**config.mk**
```make
export PLATFORM = sky130hd
export DESIGN_NAME = msrh_ptw_lsu_requester_flat
export DESIGN_NICKNAME = d
export VERILOG_FILES = /design/src/rtl/msrh_ptw_lsu_requester_if.sv /design/src/rtl/msrh_ptw_lsu_requester.sv /design/src/flat_wrapper.sv
export SDC_FILE = /design/constraint.sdc
export NUM_CORES = 1
export LEC_CHECK = 0
export ABC_AREA = 1
export BUFFER_PORTS_ARGS = -buffer_cell sky130_fd_sc_hd__buf_2
export CORE_ASPECT_RATIO = 1.2
export CORE_MARGIN = 3
export CORE_UTILIZATION = 40
export CTS_CLUSTER_DIAMETER = 100
export DETAILED_ROUTE_END_ITERATION = 8
export HOLD_SLACK_MARGIN = 0.08
export PLACE_DENSITY = 0.72
export SETUP_SLACK_MARGIN = 0.5
export SYNTH_ARGS = -nofsm -noshare
export SYNTH_HDL_FRONTEND = slang
export SYNTH_SLANG_ARGS = --single-unit
```
**constraint.sdc**
```tcl
create_clock -name i_clk -period 1.68 [get_ports i_clk]
set_input_delay 0 -clock i_clk [delete_from_list [all_inputs] [get_ports i_clk]]
set_output_delay 0 -clock i_clk [all_outputs]
set_load 0.1 [all_outputs]
```
**src/rtl/msrh_ptw_lsu_requester_if.sv**
```systemverilog
// Walker and lsu_access signal bundle of the PTW LSU requester; slave = requester, master = walker/LSU side.
// i_lsu_status encoding: 0=NONE 1=HIT 2=MISS 3=L1D_CONFLICT 4=LRQ_CONFLICT.
interface msrh_ptw_lsu_requester_if #(
    parameter int PADDR_W        = 56,
    parameter int XLEN_W         = 64,
    parameter int LRQ_ENTRY_SIZE = 8
);
    logic                      i_flush;
    logic                      i_walk_req_valid;
    logic                      o_walk_req_ready;
    logic [PADDR_W-1:0]        i_walk_req_paddr;
    logic                      o_walk_resp_valid;
    logic                      i_walk_resp_ready;
    logic                      o_walk_resp_status;
    logic [XLEN_W-1:0]         o_walk_resp_data;
    logic                      o_lsu_req_valid;
    logic [PADDR_W-1:0]        o_lsu_paddr;
    logic                      i_lsu_resp_valid;
    logic [2:0]                i_lsu_status;
    logic [XLEN_W-1:0]         i_lsu_data;
    logic [LRQ_ENTRY_SIZE-1:0] i_lsu_lrq_conflicted_idx_oh;
    logic                      i_lsu_resolve_vld;
    logic [LRQ_ENTRY_SIZE-1:0] i_lsu_resolve_idx_oh;

    modport slave (
        input  i_flush, i_walk_req_valid, i_walk_req_paddr, i_walk_resp_ready,
        input  i_lsu_resp_valid, i_lsu_status, i_lsu_data,
        input  i_lsu_lrq_conflicted_idx_oh, i_lsu_resolve_vld, i_lsu_resolve_idx_oh,
        output o_walk_req_ready, o_walk_resp_valid, o_walk_resp_status, o_walk_resp_data,
        output o_lsu_req_valid, o_lsu_paddr
    );

    modport master (
        output i_flush, i_walk_req_valid, i_walk_req_paddr, i_walk_resp_ready,
        output i_lsu_resp_valid, i_lsu_status, i_lsu_data,
        output i_lsu_lrq_conflicted_idx_oh, i_lsu_resolve_vld, i_lsu_resolve_idx_oh,
        input  o_walk_req_ready, o_walk_resp_valid, o_walk_resp_status, o_walk_resp_data,
        input  o_lsu_req_valid, o_lsu_paddr
    );
endinterface

```
**src/rtl/msrh_ptw_lsu_requester.sv**
```systemverilog
// PTW-side lsu_access initiator: one PTE read in flight, backoff retry, LRQ-conflict parking, walker handshake.
// Define MSRH_PTW_LSU_PERF_EN to add saturating request/retry/LRQ-wait performance counters.
module msrh_ptw_lsu_requester #(
    parameter int PADDR_W        = 56,
    parameter int XLEN_W         = 64,
    parameter int LRQ_ENTRY_SIZE = 8,
    parameter int BACKOFF_CYCLES = 4,
    parameter int MAX_RETRY      = 15
) (
    input  logic                          i_clk,
    input  logic                          i_reset,
    msrh_ptw_lsu_requester_if.slave       bus
`ifdef MSRH_PTW_LSU_PERF_EN
    ,
    output logic [31:0]                   o_perf_req_cnt,
    output logic [31:0]                   o_perf_retry_cnt,
    output logic [31:0]                   o_perf_lrq_wait_cnt
`endif
);
    localparam int RETRY_W = $clog2(MAX_RETRY + 1);
    localparam int BO_W    = (BACKOFF_CYCLES > 1) ? $clog2(BACKOFF_CYCLES) : 1;

    localparam logic [2:0] ST_HIT          = 3'd1;
    localparam logic [2:0] ST_LRQ_CONFLICT = 3'd4;

    typedef enum logic [2:0] {
        S_IDLE, S_REQ, S_RESP, S_BACKOFF, S_WAIT_LRQ, S_DONE
    } state_t;

    state_t                    state_q, state_d;
    logic [RETRY_W-1:0]        retry_q, retry_d;
    logic [BO_W-1:0]           bo_q, bo_d;
    logic [PADDR_W-1:0]        paddr_q, paddr_d;
    logic [XLEN_W-1:0]         data_q, data_d;
    logic [LRQ_ENTRY_SIZE-1:0] oh_q, oh_d;
    logic                      status_q, status_d;
    logic                      resp_match, wait_match;

    // A resolve in the same cycle as the conflict response must not be lost.
    assign resp_match = bus.i_lsu_resolve_vld & |(bus.i_lsu_resolve_idx_oh & bus.i_lsu_lrq_conflicted_idx_oh);
    assign wait_match = bus.i_lsu_resolve_vld & |(bus.i_lsu_resolve_idx_oh & oh_q);

    always_comb begin
        state_d  = state_q;
        retry_d  = retry_q;
        bo_d     = bo_q;
        paddr_d  = paddr_q;
        data_d   = data_q;
        oh_d     = oh_q;
        status_d = status_q;
        case (state_q)
            S_IDLE: begin
                if (bus.i_walk_req_valid && !bus.i_flush) begin
                    paddr_d = bus.i_walk_req_paddr;
                    retry_d = '0;
                    state_d = S_REQ;
                end
            end
            S_REQ: state_d = S_RESP;
            S_RESP: begin
                if (bus.i_lsu_resp_valid) begin
                    if (bus.i_lsu_status == ST_HIT) begin
                        data_d   = bus.i_lsu_data;
                        status_d = 1'b0;
                        state_d  = S_DONE;
                    end else if (bus.i_lsu_status == ST_LRQ_CONFLICT) begin
                        oh_d    = bus.i_lsu_lrq_conflicted_idx_oh;
                        state_d = resp_match ? S_REQ : S_WAIT_LRQ;
                    end else if (retry_q == RETRY_W'(MAX_RETRY)) begin
                        status_d = 1'b1;
                        state_d  = S_DONE;
                    end else begin
                        retry_d = retry_q + RETRY_W'(1);
                        bo_d    = BO_W'(BACKOFF_CYCLES - 1);
                        state_d = S_BACKOFF;
                    end
                end
            end
            S_BACKOFF: begin
                if (bo_q == '0) state_d = S_REQ;
                else            bo_d    = bo_q - BO_W'(1);
            end
            S_WAIT_LRQ: begin
                if (wait_match) state_d = S_REQ;
            end
            S_DONE: begin
                if (bus.i_walk_resp_ready) state_d = S_IDLE;
            end
            default: state_d = S_IDLE;
        endcase
        if (bus.i_flush) begin
            state_d = S_IDLE;
            retry_d = '0;
        end
    end

    always_ff @(posedge i_clk) begin
        if (i_reset) begin
            state_q  <= S_IDLE;
            retry_q  <= '0;
            bo_q     <= '0;
            paddr_q  <= '0;
            data_q   <= '0;
            oh_q     <= '0;
            status_q <= 1'b0;
        end else begin
            state_q  <= state_d;
            retry_q  <= retry_d;
            bo_q     <= bo_d;
            paddr_q  <= paddr_d;
            data_q   <= data_d;
            oh_q     <= oh_d;
            status_q <= status_d;
        end
    end

    assign bus.o_walk_req_ready   = (state_q == S_IDLE) & ~bus.i_flush & ~i_reset;
    assign bus.o_lsu_req_valid    = (state_q == S_REQ);
    assign bus.o_lsu_paddr        = paddr_q;
    assign bus.o_walk_resp_valid  = (state_q == S_DONE);
    assign bus.o_walk_resp_status = status_q;
    assign bus.o_walk_resp_data   = data_q;

`ifdef MSRH_PTW_LSU_PERF_EN
    function automatic logic [31:0] sat_inc(input logic [31:0] v);
        return (v == '1) ? v : v + 32'd1;
    endfunction

    logic [31:0] perf_req_q, perf_retry_q, perf_wait_q;

    always_ff @(posedge i_clk) begin
        if (i_reset) begin
            perf_req_q   <= '0;
            perf_retry_q <= '0;
            perf_wait_q  <= '0;
        end else begin
            if (state_q == S_REQ) perf_req_q <= sat_inc(perf_req_q);
            if (state_q == S_RESP && state_d == S_BACKOFF) perf_retry_q <= sat_inc(perf_retry_q);
            if (state_q == S_WAIT_LRQ) perf_wait_q <= sat_inc(perf_wait_q);
        end
    end

    assign o_perf_req_cnt      = perf_req_q;
    assign o_perf_retry_cnt    = perf_retry_q;
    assign o_perf_lrq_wait_cnt = perf_wait_q;
`endif
endmodule
```
**src/flat_wrapper.sv**
```systemverilog
// flat-port wrapper written by rule: the top's interface ports become plain ports
module msrh_ptw_lsu_requester_flat 
#(
    parameter int PADDR_W        = 56,
    parameter int XLEN_W         = 64,
    parameter int LRQ_ENTRY_SIZE = 8,
    parameter int BACKOFF_CYCLES = 4,
    parameter int MAX_RETRY      = 15
)
  (i_clk, i_reset, bus_i_flush, bus_i_walk_req_valid, bus_i_walk_req_paddr, bus_i_walk_resp_ready, bus_i_lsu_resp_valid, bus_i_lsu_status, bus_i_lsu_data, bus_i_lsu_lrq_conflicted_idx_oh, bus_i_lsu_resolve_vld, bus_i_lsu_resolve_idx_oh, bus_o_walk_req_ready, bus_o_walk_resp_valid, bus_o_walk_resp_status, bus_o_walk_resp_data, bus_o_lsu_req_valid, bus_o_lsu_paddr);
  msrh_ptw_lsu_requester_if #(.PADDR_W(PADDR_W), .XLEN_W(XLEN_W), .LRQ_ENTRY_SIZE(LRQ_ENTRY_SIZE)) bus_i ();
  input  logic i_clk;
  input  logic i_reset;
  input wire logic [$bits(bus_i.i_flush)-1:0] bus_i_flush;
  input wire logic [$bits(bus_i.i_walk_req_valid)-1:0] bus_i_walk_req_valid;
  input wire logic [$bits(bus_i.i_walk_req_paddr)-1:0] bus_i_walk_req_paddr;
  input wire logic [$bits(bus_i.i_walk_resp_ready)-1:0] bus_i_walk_resp_ready;
  input wire logic [$bits(bus_i.i_lsu_resp_valid)-1:0] bus_i_lsu_resp_valid;
  input wire logic [$bits(bus_i.i_lsu_status)-1:0] bus_i_lsu_status;
  input wire logic [$bits(bus_i.i_lsu_data)-1:0] bus_i_lsu_data;
  input wire logic [$bits(bus_i.i_lsu_lrq_conflicted_idx_oh)-1:0] bus_i_lsu_lrq_conflicted_idx_oh;
  input wire logic [$bits(bus_i.i_lsu_resolve_vld)-1:0] bus_i_lsu_resolve_vld;
  input wire logic [$bits(bus_i.i_lsu_resolve_idx_oh)-1:0] bus_i_lsu_resolve_idx_oh;
  output wire logic [$bits(bus_i.o_walk_req_ready)-1:0] bus_o_walk_req_ready;
  output wire logic [$bits(bus_i.o_walk_resp_valid)-1:0] bus_o_walk_resp_valid;
  output wire logic [$bits(bus_i.o_walk_resp_status)-1:0] bus_o_walk_resp_status;
  output wire logic [$bits(bus_i.o_walk_resp_data)-1:0] bus_o_walk_resp_data;
  output wire logic [$bits(bus_i.o_lsu_req_valid)-1:0] bus_o_lsu_req_valid;
  output wire logic [$bits(bus_i.o_lsu_paddr)-1:0] bus_o_lsu_paddr;
  assign bus_i.i_flush = bus_i_flush;
  assign bus_i.i_walk_req_valid = bus_i_walk_req_valid;
  assign bus_i.i_walk_req_paddr = bus_i_walk_req_paddr;
  assign bus_i.i_walk_resp_ready = bus_i_walk_resp_ready;
  assign bus_i.i_lsu_resp_valid = bus_i_lsu_resp_valid;
  assign bus_i.i_lsu_status = bus_i_lsu_status;
  assign bus_i.i_lsu_data = bus_i_lsu_data;
  assign bus_i.i_lsu_lrq_conflicted_idx_oh = bus_i_lsu_lrq_conflicted_idx_oh;
  assign bus_i.i_lsu_resolve_vld = bus_i_lsu_resolve_vld;
  assign bus_i.i_lsu_resolve_idx_oh = bus_i_lsu_resolve_idx_oh;
  assign bus_o_walk_req_ready = bus_i.o_walk_req_ready;
  assign bus_o_walk_resp_valid = bus_i.o_walk_resp_valid;
  assign bus_o_walk_resp_status = bus_i.o_walk_resp_status;
  assign bus_o_walk_resp_data = bus_i.o_walk_resp_data;
  assign bus_o_lsu_req_valid = bus_i.o_lsu_req_valid;
  assign bus_o_lsu_paddr = bus_i.o_lsu_paddr;
  msrh_ptw_lsu_requester #(.PADDR_W(PADDR_W), .XLEN_W(XLEN_W), .LRQ_ENTRY_SIZE(LRQ_ENTRY_SIZE), .BACKOFF_CYCLES(BACKOFF_CYCLES), .MAX_RETRY(MAX_RETRY)) u_core (.i_clk(i_clk), .i_reset(i_reset), .bus(bus_i));
endmodule
```
# --- After elaboration in Yosys (flattened, before gate mapping) ---
# Cells that the tools add are included.
word_totals:
  reg_bits: 138
  input_bits: 146
  output_inout_bits: 124
op_classes:
  n_addsub: 2
  eq_ne: 18
  mux: 25
  n_bitwise: 9
  n_reduce_logical: 17
ops:
  columns: ["op", "count"]
  rows:
  - ["3-bit two-way mux", 9]
  - ["4-bit two-way mux", 5]
  - ["3-bit one-hot mux with 6 select lines", 1]
  - ["8-bit AND", 2]
  - ["8-bit OR reduction", 2]
  - ["2-bit inequality test, second input constant", 6]
  - ["6-bit AND reduction", 2]
  - ["2-bit two-way mux", 5]
  - ["3-bit == test, second input constant", 3]
  - ["2-bit by 1-bit inequality test with 1-bit output, second input constant", 4]
  - ["4-bit one-hot mux with 2 select lines", 1]
  - ["4-bit AND reduction", 2]
  - ["3-bit by 1-bit == test with 1-bit output, second input constant", 2]
  - ["3-bit by 2-bit == test with 1-bit output, second input constant", 2]
  - ["2-bit nonzero test", 3]
  - ["5-bit AND reduction", 1]
  - ["4-bit by 1-bit adder with 4-bit output, second input constant", 1]
  - ["1-bit AND", 4]
  - ["4-bit == test, second input constant", 1]
  - ["2-bit one-hot mux with 2 select lines", 1]
  - ["3-bit logical NOT", 1]
  - ["1-bit two-way mux", 3]
  - ["1-bit inverter", 3]
  - ["3-bit AND reduction", 1]
  - ["6 further kinds", 6]

# --- Logic depth before layout (Yosys ltp) ---
depth:
  depth_word: 8
  depth_mapped: 11
  mapped_depth_nobuf: 10

# --- Worst setup path after synthesis ---
# OpenSTA, ideal clock, no wires.
synth_timing:
  path_type: "register -> output"
  from: "register u_core.state_q[0]"
  to: "output bus_o_walk_req_ready"
  arrival_time_ps: 1972
  t_required_ps: 1680
  setup_slack_ps: -292
  stages_incl_launch_ff: 5
  cell_sequence: "dfxtp_1 -> buf_4 -> nor2_1 -> nand2_1 -> nor2_1"
synth_between:
  elab_chain_cells: 3
synth_lines:
  columns: ["item", "line_no", "text"]
  rows:
  - ["start: declaration", "msrh_ptw_lsu_requester.sv:30", "state_t state_q, state_d;"]
  - ["start signal: assignment", "msrh_ptw_lsu_requester.sv:107", "state_q <= state_d;"]
  - ["3-bit logical NOT", "msrh_ptw_lsu_requester.sv:117", "assign bus.o_walk_req_ready = (state_q == S_IDLE) & ~bus.i_flush & ~i_reset;"]
  - ["1-bit AND (2 in a row)", "msrh_ptw_lsu_requester.sv:117", null]
  - ["end: declaration", "flat_wrapper.sv:24", "output wire logic [$bits(bus_i.o_walk_req_ready)-1:0] bus_o_walk_req_ready;"]
# No other way between the ends.

# --- Worst setup path after layout ---
layout_timing:
  from: "register u_core.state_q[2]"
  to: "register u_core.bo_q[0]"
layout_between:
  elab_chain_cells: 3
  elab_cells_between_ends: 10
  classes_between: "7 x eq/ne; 1 x mux; 2 x reduce/logical"
layout_lines:
  columns: ["item", "line_no", "text"]
  rows:
  - ["3-bit by 2-bit == test with 1-bit output", "msrh_ptw_lsu_requester.sv:51", "case (state_q)"]
  - ["2-bit inequality test (no source line) or 2-bit nonzero test (tied branches)", null, null]
  - ["6-bit AND reduction (no source line)", null, null]
  - ["end signal: assignment", "msrh_ptw_lsu_requester.sv:109", "bo_q <= bo_d;"]
  - ["end: declaration", "msrh_ptw_lsu_requester.sv:32", "logic [BO_W-1:0] bo_q, bo_d;"]
# Parallel ways exist; a longest one is shown, timed or not.
# A chain may end at the register's enable or synchronous reset.

==> results.sh <==
export IMPL_hold_class="input pin to flip-flop"
export IMPL_clkTransAtPathRegs_ps=60
export IMPL_cts_tree="built"
export IMPL_drv_cap=0
export IMPL_rows=45
export IMPL_drc=0
export IMPL_fmax_ghz=0.6342
export IMPL_seqCellArea_sq_um=2825
export IMPL_tightest_slew_ps=628.1
export IMPL_powerDensity_nw_per_um2=839.6
export IMPL_worst_slack_ps=103.3
export IMPL_slew_violations=0
export IMPL_vdd_drop_max_mv=0.6350
export IMPL_grt_pass1_wl_um=33290
export IMPL_grt_ovfl_total=0
export IMPL_die_h_um=131.7
export IMPL_grt_antenna_before_repair=1
export IMPL_synth_top_cell_area_share_pct=52.48
export IMPL_place_ws_ps=224.3
export IMPL_port_buffers=269
export IMPL_synth_warning_count=0
export IMPL_htreeDepth=4
export IMPL_drt_iter0_markers=606
export IMPL_crit_path_cell_trace="inv_4, nand2_4, nor2_8, buf_4, nand4_1, buf_4, nor2_4, o21ai_0, a21oi_1"
export IMPL_cp_max_fo=4
export IMPL_hpwl_um=10980
export IMPL_power_total_mw=8.941
export IMPL_fillCellCount=615
export IMPL_path_delay_family="simple AND/OR/NAND/NOR gates"
export IMPL_cts_root_buf="clkbuf_16"
export IMPL_multiInputGateArea_sq_um=2851
export IMPL_hold_viol_final=0
export IMPL_ioPinCount=270
export IMPL_seq_area_frac_synth_pct=52.48
export IMPL_leakage_nw=4.780
export IMPL_core_sq_um=12780
export IMPL_status="finished, final reports clean"
export IMPL_setup_worst_path_class="flip-flop to flip-flop"
export IMPL_post_route_period_util_pct=93.85
export IMPL_path_buf_inv=3
export IMPL_synth_seq_cells=138
export IMPL_cts_sinks=138
export IMPL_required_ps=2000
export IMPL_drt_pass1_iterations=5
export IMPL_postRouteAntennaNets=0
export IMPL_tns_ps=0
export IMPL_setup_violations_final=0
export IMPL_netlist_cell_type_count=22
export IMPL_vias=7109
export IMPL_grt_max_degree=76
export IMPL_slew_headroom_pct=58.13
export IMPL_period_minus_slack_ps=1577
export IMPL_initial_core_util_pct=41.18
export IMPL_syn_nets=845
export IMPL_routed_wl_um=26390
export IMPL_syn_area_per_cell_sq_um=7.552
export IMPL_grt_pass1_vias=6544
export IMPL_clock_latency_ps=420
export IMPL_synthCells=697
export IMPL_worstPathArrival_ps=1900
export IMPL_cts_buffers_inserted=17
export IMPL_cp_slowest_cell="dfxtp_4"
export IMPL_crit_path_frequent_cell="buf_4"
export IMPL_grtUsageTotal_pct=28.35
export IMPL_cp_start_kind="flip-flop"
export IMPL_die_x_um=110.7
export IMPL_vias_per_cell=5.377
export IMPL_layout_common_cells="223 x nor2_1, 145 x buf_2, 132 x dlygate4sd3_1, 95 x buf_4, 94 x dfxtp_1"
export IMPL_mostFrequentLayoutCell="nor2_1"
export IMPL_wire_per_inst_um=19.96
export IMPL_fin_nets=1298
export IMPL_finClkSkew_ps=10.54
export IMPL_final_layout_size_suffix_gt1_share_pct=47.97
export IMPL_syn2layout_area_growth_pct=102.3
export IMPL_clock_path_buffers=2
export IMPL_synth_area_leaders="dfxtp_1 52%, nor2_1 20%, o21ai_0 6.7%, o21ai_1 5.9%, nand2_1 3.9%"
export IMPL_syn_cell_area_sq_um=5264
export IMPL_cp_end_kind="flip-flop"
export IMPL_place_congestion=0.8795
export IMPL_rsz0062_at_grt="true"
export IMPL_slowest_delay_ps=350
export IMPL_yosys_area_top_type="dfxtp_1"
export IMPL_die_area_sq_um=14580
## Yosys cell counts, drive strengths merged
cell and count:
clkbuf 19, ha 2, nand3 7, nor2 279, o21ai 132, xor2 2
nand2 57, nand4 4, buf 22, a21oi 10, dfxtp 138, nor3 4
inv 21
## logic make-up (layout without fill, tap and decap cells)
group           Yosys count  count (layout)  share of synthesized area, %
fa+ha+maj                 2               2                        0.4753
compound gates          142             142                         13.50
xor+xnor                  2               2                        0.3328
flops                   138             138                         52.48
simple gates            351             352                         26.38
buf+inv                  62             521                         6.822
other cells               0               1                             0
## registers in the layout (all words and copies together) (netlist names)
name	cells
u_core.bus.o_walk_resp_data	64
u_core.bus.o_lsu_paddr	56
u_core.oh_q	8
u_core.retry_q	4
u_core.state_q	3
u_core.bo_q	2
u_core.bus.o_walk_resp_status	1
## per-layer routing
layer / share of wire (%) / vias up / track usage (%)
li1: - / 3157 / -
met1: 35 / 3349 / 30.78
met2: 52 / 465 / 49.76
met3: 6.7 / 138 / 6.080
met4: 6.9 / 0 / 17.73
met5: 0 / - / 0
## where the power goes
group          leakage (nW)  switching, mW  internal [mW]
logic                  3.39           1.39          0.791
clock network         0.245           1.35           1.94
registers              1.14         0.0867           3.39
## worst register-to-register path: stages, from the launching register on
cell	delay, ps
dfxtp_4	350
inv_4	70
nand2_4	70
nor2_8	110
buf_4	130
nand4_1	110
buf_4	190
nor2_4	140
o21ai_0	110
a21oi_1	200
## metrics by stage
stage | util [%] | cell area (sq um) | std cells | hold WS (ps)
after global routing | 83.32 | 10650 | 1322 | 225.8
after floorplan | - | 5395 | 697 | 69.07
final | 83.32 | 10650 | 1322 | 185.7
after detailed placement | 53.01 | 6775 | 1100 | 240.3
after global placement | 53.01 | 6775 | 1100 | 232.5
after CTS | 74.42 | 9512 | 1292 | 123.1
## cell type report
class | instances | area share [%]
timing repair buffer | 474 | 38.87
multi-input combinational | 498 | 26.78
sequential | 138 | 26.53
clock buffer | 22 | 4.453
tap | 164 | 1.927
inverter | 21 | 1.210
clock inverter | 4 | 0.2115
antenna | 1 | 0.02350
## repair_timing
| action | 4_1_cts | 5_1_grt |
|---|---|---|
| pin swaps | 19 | 69 |
| endpoints found under the setup margin | 217 | 186 |
| setup buffers | 23 | 20 |
| cloned | 11 | 9 |
| endpoints found under the hold margin | 137 | 0 |
| hold buffers | 132 | 0 |
| resized for setup | 168 | 262 |
## path summary, 6_finish.rpt
path,from,endpoint,slack [ps],cells after the start
worst max-delay path,u_core.state_q[2],u_core.bo_q[0],100,9
worst min register to register,u_core.bus.o_walk_resp_data[36],u_core.bus.o_walk_resp_data[36],470,2
worst min-delay path,bus_i_walk_resp_ready,u_core.state_q[0],190,8
worst max register to register,u_core.state_q[2],u_core.bo_q[0],100,9
Note: power is estimated with default switching activity, not from simulation.
